`src/rtl/uart_tx_buf.sv`:
```
// rtl/uart_tx_buf.sv - UART transmitter (8N1) with a one-entry holding register
// Frames chain back-to-back when a byte is waiting at the end of the current stop bit.
module uart_tx_buf #(
   parameter int BAUD_DIV = 2604
) (
   input  logic       clk,
   input  logic       rst_n,
   input  logic       trmt,
   input  logic [7:0] tx_data,
   output logic       TX,
   output logic       tx_done,
   output logic       busy,
   output logic       hold_full
);

   localparam int CW = $clog2(BAUD_DIV);
   localparam logic [CW-1:0] BAUD_LAST = CW'(BAUD_DIV - 1);

   typedef enum logic {IDLE = 1'b0, TRANSMIT = 1'b1} state_t;

   state_t          state;
   state_t          next_state;
   logic [9:0]      shift_reg;
   logic [CW-1:0]   baud_cnt;
   logic [3:0]      bit_cnt;
   logic [7:0]      hold_reg;
   logic            shift;
   logic            frame_end;
   logic            load_new;
   logic            load_hold;
   logic            capture;
   logic            set_done;

   always_ff @(posedge clk or negedge rst_n) begin
      if (!rst_n) state <= IDLE;
      else        state <= next_state;
   end

   // A trmt coinciding with the last shift is a chain load when nothing is held,
   // otherwise it refills the holding register that is being emptied this edge.
   always_comb begin
      shift      = (state == TRANSMIT) && (baud_cnt == BAUD_LAST);
      frame_end  = shift && (bit_cnt == 4'd9);
      load_hold  = frame_end && hold_full;
      load_new   = trmt && ((state == IDLE) || (frame_end && !hold_full));
      capture    = trmt && (state == TRANSMIT) && (frame_end == hold_full);
      set_done   = frame_end && !hold_full && !trmt;
      next_state = state;
      if (state == IDLE) begin
         if (trmt) next_state = TRANSMIT;
      end else begin
         if (set_done) next_state = IDLE;
      end
   end

   always_comb begin
      busy = (state == TRANSMIT);
      TX   = shift_reg[0];
   end

   always_ff @(posedge clk or negedge rst_n) begin
      if (!rst_n) begin
         shift_reg <= '1;
         baud_cnt  <= '0;
         bit_cnt   <= '0;
         hold_reg  <= '0;
         hold_full <= 1'b0;
         tx_done   <= 1'b0;
      end else begin
         if (load_new)
            shift_reg <= {1'b1, tx_data, 1'b0};
         else if (load_hold)
            shift_reg <= {1'b1, hold_reg, 1'b0};
         else if (shift)
            shift_reg <= {1'b1, shift_reg[9:1]};

         if (load_new || load_hold) begin
            baud_cnt <= '0;
            bit_cnt  <= '0;
         end else if (shift) begin
            baud_cnt <= '0;
            bit_cnt  <= bit_cnt + 4'd1;
         end else if (state == TRANSMIT) begin
            baud_cnt <= baud_cnt + CW'(1);
         end

         if (capture) begin
            hold_reg  <= tx_data;
            hold_full <= 1'b1;
         end else if (load_hold) begin
            hold_full <= 1'b0;
         end

         if (set_done)  tx_done <= 1'b1;
         else if (trmt) tx_done <= 1'b0;
      end
   end

endmodule

```
`config.mk`:
```
export PLATFORM = sky130hd
export DESIGN_NAME = uart_tx_buf
export DESIGN_NICKNAME = d
export VERILOG_FILES = /design/src/rtl/uart_tx_buf.sv
export SDC_FILE = /design/constraint.sdc
export NUM_CORES = 1
export LEC_CHECK = 0
export ABC_AREA = 1
export ABC_CLOCK_PERIOD_IN_PS = 5900
export BUFFER_PORTS_ARGS = -buffer_cell sky130_fd_sc_hd__buf_2
export CORE_MARGIN = 2
export CORE_UTILIZATION = 48
export CTS_BUF_LIST = sky130_fd_sc_hd__clkbuf_4 sky130_fd_sc_hd__clkbuf_8
export DETAILED_ROUTE_END_ITERATION = 12
export GPL_TIMING_DRIVEN = 0
export PLACE_DENSITY_LB_ADDON = 0.1
export SYNTH_ARGS = -nofsm -noshare
export SYNTH_HDL_FRONTEND = slang
export SYNTH_SLANG_ARGS = --single-unit
```
`constraint.sdc`:
```
create_clock -name clk -period 5.9 [get_ports clk]
set_input_delay 0 -clock clk [delete_from_list [all_inputs] [get_ports clk]]
set_output_delay 0 -clock clk [all_outputs]
set_load 0.1 [all_outputs]
```
== Word level (Yosys, flattened, before mapping) ==
Index checks and enable logic that the tools add are counted.

* ROM bits: 0
* Memories kept: 0
* RAM bits: 0
* Output and inout bits: 4
* Bits in registers: 37
* Input bits: 11
* Bits in latches: 0
* Word-level logic and storage cells: 45

* Muxes and demuxes: 15
* Add/sub/neg operators: 2
* Multiply operators: 0
* Magnitude comparators: 0
* Reductions and logical operators: 17
* Bitwise logic cells: 1
* Shift-type cells: 0
* Equality and inequality tests: 3
* Divide/modulo/power cells: 0

{| class="wikitable"
|+ Operator list
! cell !! count
|-
| 2-to-1 mux 12 bit || 3
|-
| 2-to-1 mux 10 bit || 3
|-
| adder 12 x 1 -> 12 bit (second input constant) || 1
|-
| == test 12 bit (second input constant) || 1
|-
| logical AND 1 bit || 8
|-
| 2-to-1 mux 4 bit || 2
|-
| 2-to-1 mux 1 bit || 7
|-
| nonzero test 2 bit || 3
|-
| nonzero test 3 bit || 2
|-
| adder 4 x 1 -> 4 bit (second input constant) || 1
|-
| == test 4 bit (second input constant) || 1
|-
| logical NOT 1 bit || 2
|-
| logical OR 1 bit || 2
|-
| == test 1 bit || 1
|-
| NOT 1 bit || 1
|}

== Longest topological paths before layout ==
* Depth after elaboration: 8
* Mapped depth: 16
* Mapped depth without buffers: 15

== Worst setup path before layout ==
OpenSTA, ideal clock, no wires.

* Kind: reg-to-reg
* From: register state (netlist: busy)
* To: register baud_cnt[11]
* Required time: 5.828 ns
* Path buffers: 2
* Period minus slack after synthesis: 2.665 ns
* Library setup time: 0.072 ns
* Stages on the path, launching flop included: 16
* Path slack: 3.235 ns
* Arrival time: 2.593 ns
* Cells stage by stage: dfrtp_1 > buf_4 > nand2_2 > nor3_4 > nand3b_4 > nor2_1 > ha_1 > inv_1 > nand2_1 > nand2_2 > nand3_1 > buf_4 > nand3_1 > nand2_1 > nand2_1 > nor2_1

* Word-level cells in the longest chain between the ends: 7
* Elaborated cells between the ends (all ways): 11
* Those cells by class: 2 x mux; 1 x bitwise; 8 x reduce/logical

{| class="wikitable"
|+ Ends and longest elaborated chain
! item !! line !! source
|-
| start, declared || 21 || <nowiki>state_t state;</nowiki>
|-
| start signal, assigned || 36 || <nowiki>else state <= next_state;</nowiki>
|-
| logical AND 1 bit || 42 || <nowiki>shift = (state == TRANSMIT) && (baud_cnt == BAUD_LAST);</nowiki>
|-
| logical AND 1 bit || 43 || <nowiki>frame_end = shift && (bit_cnt == 4'd9);</nowiki>
|-
| logical AND 1 bit || 45 || <nowiki>load_new = trmt && ((state == IDLE) || (frame_end && !hold_full));</nowiki>
|-
| logical OR 1 bit || 45 ||
|-
| logical AND 1 bit || 45 ||
|-
| logical OR 1 bit || 77 || <nowiki>if (load_new || load_hold) begin</nowiki>
|-
| nonzero test 3 bit (no source line) or 2-to-1 mux 12 bit (tied branches) || n/a ||
|-
| end signal, assigned || 84 || <nowiki>baud_cnt <= baud_cnt + CW'(1);</nowiki>
|-
| end, declared || 24 || <nowiki>logic [CW-1:0] baud_cnt;</nowiki>
|}

Several ways; a longest one is shown, not always the timed one.
A chain may end at the register's enable or synchronous reset.

== Worst setup path in the final report ==
* From: register baud_cnt[0]
* To: register baud_cnt[6]

* Word-level cells in the longest chain between the ends: 8
* Elaborated cells between the ends (all ways): 13
* Those cells by class: 1 x add/sub; 1 x eq/ne; 3 x mux; 8 x reduce/logical

{| class="wikitable"
|+ Ends and longest elaborated chain
! item
|-
| parallel branches: the longest is 8 deep, another holds adder 12 x 1 -> 12 bit
|}

Several ways; the timed one is not identified. The select of a mux whose other input is x is not followed.

==> impl_metrics.tcl <==
set metrics [dict create \
    worstSetupPathType "reg -> reg" \
    port_buffers 14 \
    track_usage_pct 20.8 \
    dieArea_um2 4710 \
    finalHoldViolations 0 \
    gp_congestion 0.843 \
    clk_latency_ns 0.28 \
    maxSlewViolCount 0 \
    end_kind "flop" \
    ys_seq_elements 36 \
    clk_pin_slew_ns 0.07 \
    r2r_start "baud_cnt[0]" \
    routed_wl_um 4040 \
    first_pass_iters 4 \
    setup_violations 0 \
    final_area_um2 2330 \
    antenna_left 0 \
    fmax_ghz 0.407 \
    antennaDiodeCount 0 \
    ff_latch_area_um2 912 \
    rrSetupSlack_ns 3.45 \
    antenna_found_initial 0 \
    cts_tree "yes" \
    post_cts_buffers 0 \
    multi_input_area_um2 902 \
    netlist_area_um2 2000 \
    drc 0 \
    post-route-min-period_ns 2.45 \
    clock-root-buffer "clkbuf_8" \
    drt-initial-drc-count 147 \
    wl_per_cell_um 11.8 \
    status "complete, no violations" \
    grt_pass1_wl_um 7180 \
    avgSynthCellArea_um2 7.74 \
    syn_inst 259 \
    grt_overflow 0 \
    leakage_nw 1.20 \
    synth_cell_types 26 \
    initial_utilization_pct 50.1 \
    drive_gt1_share_pct 16.2 \
    largest_reg_flops 12 \
    numCtsBuffers 5 \
    power_density_nw_per_um2 193 \
    crit_fanout 10 \
    cp-startpoint "baud_cnt[0]" \
    irDropWorstVdd_mv 0.110 \
    tightestPinTransition_ns 0.797 \
    maxCapViolations 0 \
    vias 1657 \
    die_h_um 68.6 \
    fin_setup_tns_ns 0 \
    vias_per_cell 4.86 \
    nFillCells 373 \
    rows 23 \
    ioPinCount 15 \
    dp_hpwl_um 2780 \
    crit_required_ns 6.12 \
    grt_pass1_vias 1586 \
    die_x_um 68.6 \
    nNetsFinal 306 \
    cts_max_path_buffers 2 \
    hold_class "in -> async" \
    synth_nets 275 \
    placed_area_um2 2140 \
    fin_skew_ns 0.00593 \
    core-area_um2 4000 \
    critPathLaunchType "flop" \
    period_share_pct 41.6 \
    h-tree-depth 2 \
    rsz0062_at_grt "false" \
    slew_headroom_pct 46.9 \
    ys_warn_count 0 \
    clock-sinks 36 \
    syn2layout_area_growth_pct 16.5 \
    ys_seq_area_share_pct 45.5 \
    arrival_ns 2.67 \
    grt_start_max_net_pins 37 \
]
[metrics by stage]
stage | setup slack [ns] | util, % | total power [mW] | hold slack, ns | cells
global route | 3.10 | 58.4 | 0.468 | 0.440 | 341
global placement | 3.41 | 53.4 | 0.262 | 0.136 | 323
CTS | 3.42 | 58.4 | 0.457 | 0.369 | 341
detailed placement | 3.43 | 53.4 | 0.262 | 0.143 | 323
finish | 3.45 | 58.4 | 0.451 | 0.332 | 341
floorplan | 3.24 | - | 0.253 | -0.296 | 259
[logic make-up (layout without fill, tap and decap cells)]
family / after synthesis / in the layout / share of synthesized area [%]
simple gates: 132 / 132 / 30.3
buf+inv: 44 / 76 / 9.49
flops: 36 / 36 / 45.5
fa+ha+maj: 5 / 5 / 3.12
xor+xnor: 2 / 2 / 0.874
compound gates: 40 / 40 / 10.7
[layout make-up]
cell class / instances / share of cell area [%]
sequential: 36 / 39.1
multi-input combinational: 179 / 38.6
timing repair buffer: 24 / 7.29
inverter: 37 / 6.06
clock buffer: 8 / 4.18
tap: 50 / 2.68
buffer: 7 / 2.09
[critical path: stages (launching register included)]
cell      delay, ns
dfrtp_1        0.40
ha_1           0.15
buf_2          0.18
nand2_2        0.08
nor3_4         0.14
nand3b_4       0.12
nor2_1         0.16
ha_1           0.19
inv_1          0.04
nand2_1        0.08
nand2_2        0.15
nand3_1        0.15
buf_4          0.17
nand3_1        0.13
nand2_1        0.09
nand2_1        0.05
nor2_1         0.10
[final timing paths]
path                                     end  cells past startpoint
worst min-delay path             hold_reg[1]                      2
min in group clk                     tx_done                      3
worst min register to register  shift_reg[1]                      2
max in group asynchronous        baud_cnt[8]                      2
worst max register to register   baud_cnt[6]                     16
worst max-delay path             baud_cnt[6]                     16
[power by group]
part / internal [mW] / switching [mW]
sequential: 0.247 / 0.00000000000000000649
clock: 0.104 / 0.0850
combinational: 0.00704 / 0.00770
[cells in the mapped netlist (all sizes together)]
| cell | n | area share (%) |
|---|---|---|
| nor3 | 2 | 1.6 |
| o211ai | 6 | 2.2 |
| nor2 | 30 | 5.7 |
| ha | 5 | 3.1 |
| dfrtp | 27 | 34 |
| clkbuf | 2 | 0.44 |
| inv | 37 | 7.1 |
| nand3 | 14 | 3.5 |
| nand3b | 3 | 1.7 |
| xor2 | 2 | 0.87 |
| dfstp | 9 | 12 |
| buf | 5 | 2.0 |
| nand2 | 74 | 15 |
| a21oi | 2 | 0.50 |
| nand4 | 9 | 2.8 |
| o21ai | 32 | 8.0 |
[what timing repair did]
item,CTS,global route
resized for setup,0,0
hold buffers,10,0
endpoints found under the hold margin,37,0
[layout by cell type (no fill, tap or decap)]
master	count
nand2_1	70
inv_1	35
nor2_1	29
dfrtp_1	27
o21ai_0	25
buf_2	16
nand3_1	14
dlygate4sd3_1	10
nand4_1	9
dfstp_2	9
o21ai_1	7
o211ai_1	6
clkbuf_8	6
ha_1	5
nand3b_1	2
buf_4	2
nand2_2	2
nor3_4	2
nand2_4	2
xor2_1	2
a21oi_1	2
clkbuf_4	2
inv_2	1
nand3b_4	1
inv_4	1
buf_8	1
nor2_2	1
clkbuf_1	1
clkbuf_2	1
[routing by layer]
| metal | GRT usage [%] | vias up | wire length, µm |
|---|---|---|---|
| met1 | 29.7 | 741 | 2150 |
| li1 | - | 885 | - |
| met5 | 0 | - | 0 |
| met4 | 8.50 | 0 | 68 |
| met3 | 4.22 | 7 | 134 |
| met2 | 30.6 | 24 | 1680 |
Note: power is estimated with default switching activity, not from simulation.
